==> config.mk <==
export PLATFORM = sky130hd
export DESIGN_NAME = sync_debouncer
export DESIGN_NICKNAME = d
export VERILOG_FILES = /design/src/rtl/debounce_pkg.sv /design/src/rtl/sync_debouncer.sv
export SDC_FILE = /design/constraint.sdc
export NUM_CORES = 1
export LEC_CHECK = 0
export ABC_AREA = 1
export CAP_MARGIN = 20
export CORE_MARGIN = 3
export CORE_UTILIZATION = 34
export CTS_BUF_LIST = sky130_fd_sc_hd__clkbuf_2 sky130_fd_sc_hd__clkbuf_4 sky130_fd_sc_hd__clkbuf_8
export DETAILED_ROUTE_END_ITERATION = 7
export PLACE_DENSITY = 0.52
export SLEW_MARGIN = 15
export SYNTH_ARGS = -nofsm -noshare
export SYNTH_HDL_FRONTEND = slang
export SYNTH_SLANG_ARGS = --single-unit
==> constraint.sdc <==
create_clock -name clk_i -period 2.3 [get_ports clk_i]
set_input_delay 0.46 -clock clk_i [delete_from_list [all_inputs] [get_ports clk_i]]
set_output_delay 0.46 -clock clk_i [all_outputs]
set_load 0.01 [all_outputs]
==> src/rtl/debounce_pkg.sv <==
// Shared types and helpers for the single-bit debouncer.
package debounce_pkg;

    typedef enum logic [1:0] {
        STABLE_LO,
        CHECK_HI,
        STABLE_HI,
        CHECK_LO
    } deb_state_t;

    // Width of the sample counter able to hold values up to cycles.
    function automatic int unsigned cnt_width(input int unsigned cycles);
        return $clog2(cycles + 1);
    endfunction

endpackage

==> src/rtl/sync_debouncer.sv <==
// Debounces an already-synchronized input, emits commit pulses and counts
// rejected transitions with a saturating, clearable counter.
module sync_debouncer
    import debounce_pkg::*;
#(
    parameter int unsigned DEBOUNCE_CYCLES = 1000,
    parameter logic        RESET_VAL       = 1'b0,
    parameter int unsigned GLITCH_W        = 8
) (
    input  logic                clk_i,
    input  logic                rst_i,
    input  logic                data_i,
    input  logic                clr_glitch_i,
    output logic                level_o,
    output logic                rise_o,
    output logic                fall_o,
    output logic [GLITCH_W-1:0] glitch_cnt_o
);

    localparam int unsigned      CNT_W     = cnt_width(DEBOUNCE_CYCLES);
    localparam logic [CNT_W-1:0] LAST_CNT  = CNT_W'(DEBOUNCE_CYCLES - 1);
    localparam deb_state_t       RST_STATE = RESET_VAL ? STABLE_HI : STABLE_LO;

    if (DEBOUNCE_CYCLES < 2) begin : g_bad_debounce_cycles
        $error("sync_debouncer: DEBOUNCE_CYCLES must be at least 2");
    end

    deb_state_t          state_q, state_d;
    logic [CNT_W-1:0]    cnt_q, cnt_d;
    logic                level_q, level_d;
    logic                rise_q, rise_d;
    logic                fall_q, fall_d;
    logic [GLITCH_W-1:0] glitch_q, glitch_d;
    logic                reject_c;

    always_ff @(posedge clk_i or posedge rst_i) begin
        if (rst_i) begin
            state_q  <= RST_STATE;
            cnt_q    <= '0;
            level_q  <= RESET_VAL;
            rise_q   <= 1'b0;
            fall_q   <= 1'b0;
            glitch_q <= '0;
        end else begin
            state_q  <= state_d;
            cnt_q    <= cnt_d;
            level_q  <= level_d;
            rise_q   <= rise_d;
            fall_q   <= fall_d;
            glitch_q <= glitch_d;
        end
    end

    // A bounce-back is checked before the count so a bounce on the final sample rejects.
    always_comb begin
        state_d  = state_q;
        cnt_d    = cnt_q;
        level_d  = level_q;
        rise_d   = 1'b0;
        fall_d   = 1'b0;
        glitch_d = glitch_q;
        reject_c = 1'b0;

        case (state_q)
            STABLE_LO: begin
                if (data_i) begin
                    state_d = CHECK_HI;
                    cnt_d   = CNT_W'(1);
                end
            end
            CHECK_HI: begin
                if (!data_i) begin
                    state_d  = STABLE_LO;
                    cnt_d    = '0;
                    reject_c = 1'b1;
                end else if (cnt_q == LAST_CNT) begin
                    state_d = STABLE_HI;
                    cnt_d   = '0;
                    level_d = 1'b1;
                    rise_d  = 1'b1;
                end else begin
                    cnt_d = cnt_q + CNT_W'(1);
                end
            end
            STABLE_HI: begin
                if (!data_i) begin
                    state_d = CHECK_LO;
                    cnt_d   = CNT_W'(1);
                end
            end
            CHECK_LO: begin
                if (data_i) begin
                    state_d  = STABLE_HI;
                    cnt_d    = '0;
                    reject_c = 1'b1;
                end else if (cnt_q == LAST_CNT) begin
                    state_d = STABLE_LO;
                    cnt_d   = '0;
                    level_d = 1'b0;
                    fall_d  = 1'b1;
                end else begin
                    cnt_d = cnt_q + CNT_W'(1);
                end
            end
            default: begin
                state_d = RST_STATE;
                cnt_d   = '0;
            end
        endcase

        if (clr_glitch_i) begin
            glitch_d = '0;
        end else if (reject_c && (glitch_q != '1)) begin
            glitch_d = glitch_q + GLITCH_W'(1);
        end
    end

    assign level_o      = level_q;
    assign rise_o       = rise_q;
    assign fall_o       = fall_q;
    assign glitch_cnt_o = glitch_q;

endmodule

==> impl_metrics.json <==
{
  "antenna_found_initial": 0,
  "switching_power_uw": 401,
  "synth_area_leader_cell": "dfrtp_1",
  "powerDensity_nw_per_um2": 690,
  "cts_made_buffers": 3,
  "antenna_cells": 0,
  "post_cts_buffers": 0,
  "synth.area.top_cells": "dfrtp_1 (44%), nand2_1 (16%), nand3_1 (7.6%), inv_1 (5.7%), nor2_1 (5.7%)",
  "syn-cell-area_sq_um": 1320,
  "syn_inst": 181,
  "routed_wirelength_microns": 2830,
  "netlist.area_leader.share": 0.437,
  "critical_path_required_ns": 1.84,
  "fmax_mhz": 564,
  "rows": 21,
  "slew_headroom": 0.791,
  "io_buffers": 14,
  "synth_nets": 187,
  "drive_gt1_frac": 0.101,
  "synth_top_cells_by_count": "nand2_1 (56), dfrtp_1 (23), inv_1 (20), nand3_1 (20), nor2_1 (20)",
  "wire_per_inst_microns": 11.6,
  "cap_violations": 0,
  "ctsResizeCount": 0,
  "start_kind": "register",
  "chipWidth_microns": 68.3,
  "maxSlewViolCount": 0,
  "core_area_sq_um": 3520,
  "cts_tree": "built",
  "worstPathMaxFanout": 6,
  "sequentialPowerShare": 0.477,
  "status": "finished, final reports clean",
  "dp_hpwl_microns": 2090,
  "fin_cells": 244,
  "nets": 205,
  "boundaryPins": 15,
  "critical-path-top-delay-family": "buffers and inverters",
  "drcViolationCount": 0,
  "cts.sinks": 23,
  "vias_per_cell": 4.83,
  "grtUsageTotal": 0.140,
  "critical_path_buf_inv_count": 1,
  "cts_htree_levels": 1,
  "dieArea_sq_um": 4660,
  "power_frac_comb": 0.278,
  "ir_drop_mv": 0.214,
  "layout_min_cycle_time_ns": 1.77,
  "ys.warnings.count": 0,
  "rsz0062_at_grt": "false",
  "ys_seq_elements": 23,
  "intPower_uw": 670,
  "p_sw_frac": 0.374,
  "setup_tns_ns": 0,
  "clkTransAtPathRegs_ns": 0.08,
  "fin_skew_ns": 0.00244,
  "yosysSeqAreaShare": 0.437,
  "grt_max_degree": 24,
  "grt_pass1_vias": 1054,
  "worst_setup_path_end_kind": "output port",
  "grt_pass1_wl_microns": 4850,
  "cts_hold_buf": 0,
  "setup_violations": 0,
  "holdWs_ns": 0.528,
  "cts_root_buf": "clkbuf_8",
  "synth_most_common_cell": "nand2_1",
  "hold_viol_final": 0,
  "num_vias": 1178,
  "dieHeight_microns": 68.3,
  "cpPeakStageDelay_ns": 0.58,
  "drt-pass1-iter-count": 4,
  "drt-initial-drc-count": 56,
  "worst_pin_slew_ns": 0.314,
  "path_cells": "clkdlybuf4s50_1",
  "placed_cells": 240,
  "syn_area_per_cell_sq_um": 7.28,
  "critical_path.slowest_cell": "clkdlybuf4s50_1",
  "start_util": 0.374,
  "gp_congestion": 0.797,
  "clkLatencyLatePin_ns": 0.27,
  "clockBufferDepth": 2,
  "ys.flop_type": "dfrtp_1",
  "finalCritPeriodShare": 0.771,
  "ys_async_sr_fraction": 1.00,
  "grt-ovfl-total": 0,
  "arrival_ns": 1.31,
  "holdCritPathClass": "in -> async",
  "p_leak_uw": 0.000732,
  "critPathKind": "reg -> out",
  "power.share.clock": 0.245,
  "synthToLayoutAreaGrowth_pct": 17.9,
  "synth.distinct_cells": 23,
  "ant_nets": 0,
  "synth_edf_count": 0
}
[cell usage in the layout (no fill, tap or decap), drive strengths merged]
| master | n |
|---|---|
| o21ai | 8 |
| ha | 2 |
| buf | 1 |
| or2 | 2 |
| xor2 | 2 |
| dfrtp | 23 |
| inv | 22 |
| clkinv | 1 |
| nand3 | 21 |
| clkbuf | 3 |
| o22ai | 2 |
| xnor2 | 1 |
| nor3 | 1 |
| a21oi | 2 |
| nor2 | 24 |
| nand4 | 6 |
| o21bai | 2 |
| clkdlybuf4s50 | 14 |
| nand2 | 61 |
[path summary, 6_finish.rpt]
path / start / endpoint / slack (ns) / cells after the start
max reg2reg: cnt_q[0]$_DFFE_PP0P_ / cnt_q[8]$_DFFE_PP0P_ / 0.87 / 8
max: glitch_cnt_o[3]$_DFFE_PP0P_ / glitch_cnt_o[3] / 0.53 / 1
max in group asynchronous: rst_i / cnt_q[3]$_DFFE_PP0P_ / 1.53 / 3
min reg2reg: level_o$_DFFE_PP0P_ / level_o$_DFFE_PP0P_ / 0.53 / 2
min: rst_i / fall_o$_DFF_PP0_ / 0.53 / 3
min in group clk_i: level_o$_DFFE_PP0P_ / level_o$_DFFE_PP0P_ / 0.53 / 2
[routing by layer]
metal  share of wire  routed length, microns  global-route usage  vias to the layer above
met5               0                       0                   0                        -
met4           0.021                      60              0.0670                        0
met3           0.021                      60              0.0246                        5
met2            0.43                    1210               0.206                       15
met1            0.53                    1500               0.195                      550
li1                -                       -                   -                      608
[logic make-up (layout without fill, tap and decap cells)]
group,count (synthesis),after routing,share of synthesized area
AND/OR/NAND/NOR,115,115,0.388
flip-flops,23,23,0.437
AO/OA/AOI/OAI,14,14,0.0617
buffers and inverters,24,41,0.0741
XOR/XNOR,3,3,0.0199
adder cells (fa/ha/maj),2,2,0.0190
[stage by stage]
stage / power, uW / setup slack [ns] / cell area (sq um) / utilization
floorplan: 733 / 1.02 / 1320 / -
global placement: 815 / 0.529 / 1510 / 0.428
detailed placement: 818 / 0.529 / 1510 / 0.428
CTS: 1090 / 0.497 / 1550 / 0.441
global route: 1160 / 0.453 / 1550 / 0.441
finish: 1070 / 0.526 / 1550 / 0.441
[final cells by class]
| type | count | area [sq um] |
|---|---|---|
| Tap cell | 46 | 57.6 |
| Sequential cell | 23 | 576 |
| Inverter | 22 | 82.6 |
| Timing Repair Buffer | 15 | 148 |
| Multi-Input combinational cell | 134 | 644 |
| Clock inverter | 1 | 5.00 |
| Fill cell | 389 | 1970 |
| Clock buffer | 3 | 41.3 |
[registers in the layout (all words and copies together) (netlist names), named ones only]
name / count
cnt_q: 10
glitch_cnt_o: 8
fall_o: 1
level_o: 1
rise_o: 1
state_q: 1
[power by group through the flow]
stage	Clock, uW	Combinational [uW]	Sequential [uW]
after floorplan	0	240	493
after global placement	0	296	519
after detailed placement	0	298	520
after CTS	279	302	511
after global routing	290	345	521
final	262	298	512
Power figures use the tool's default switching activity.
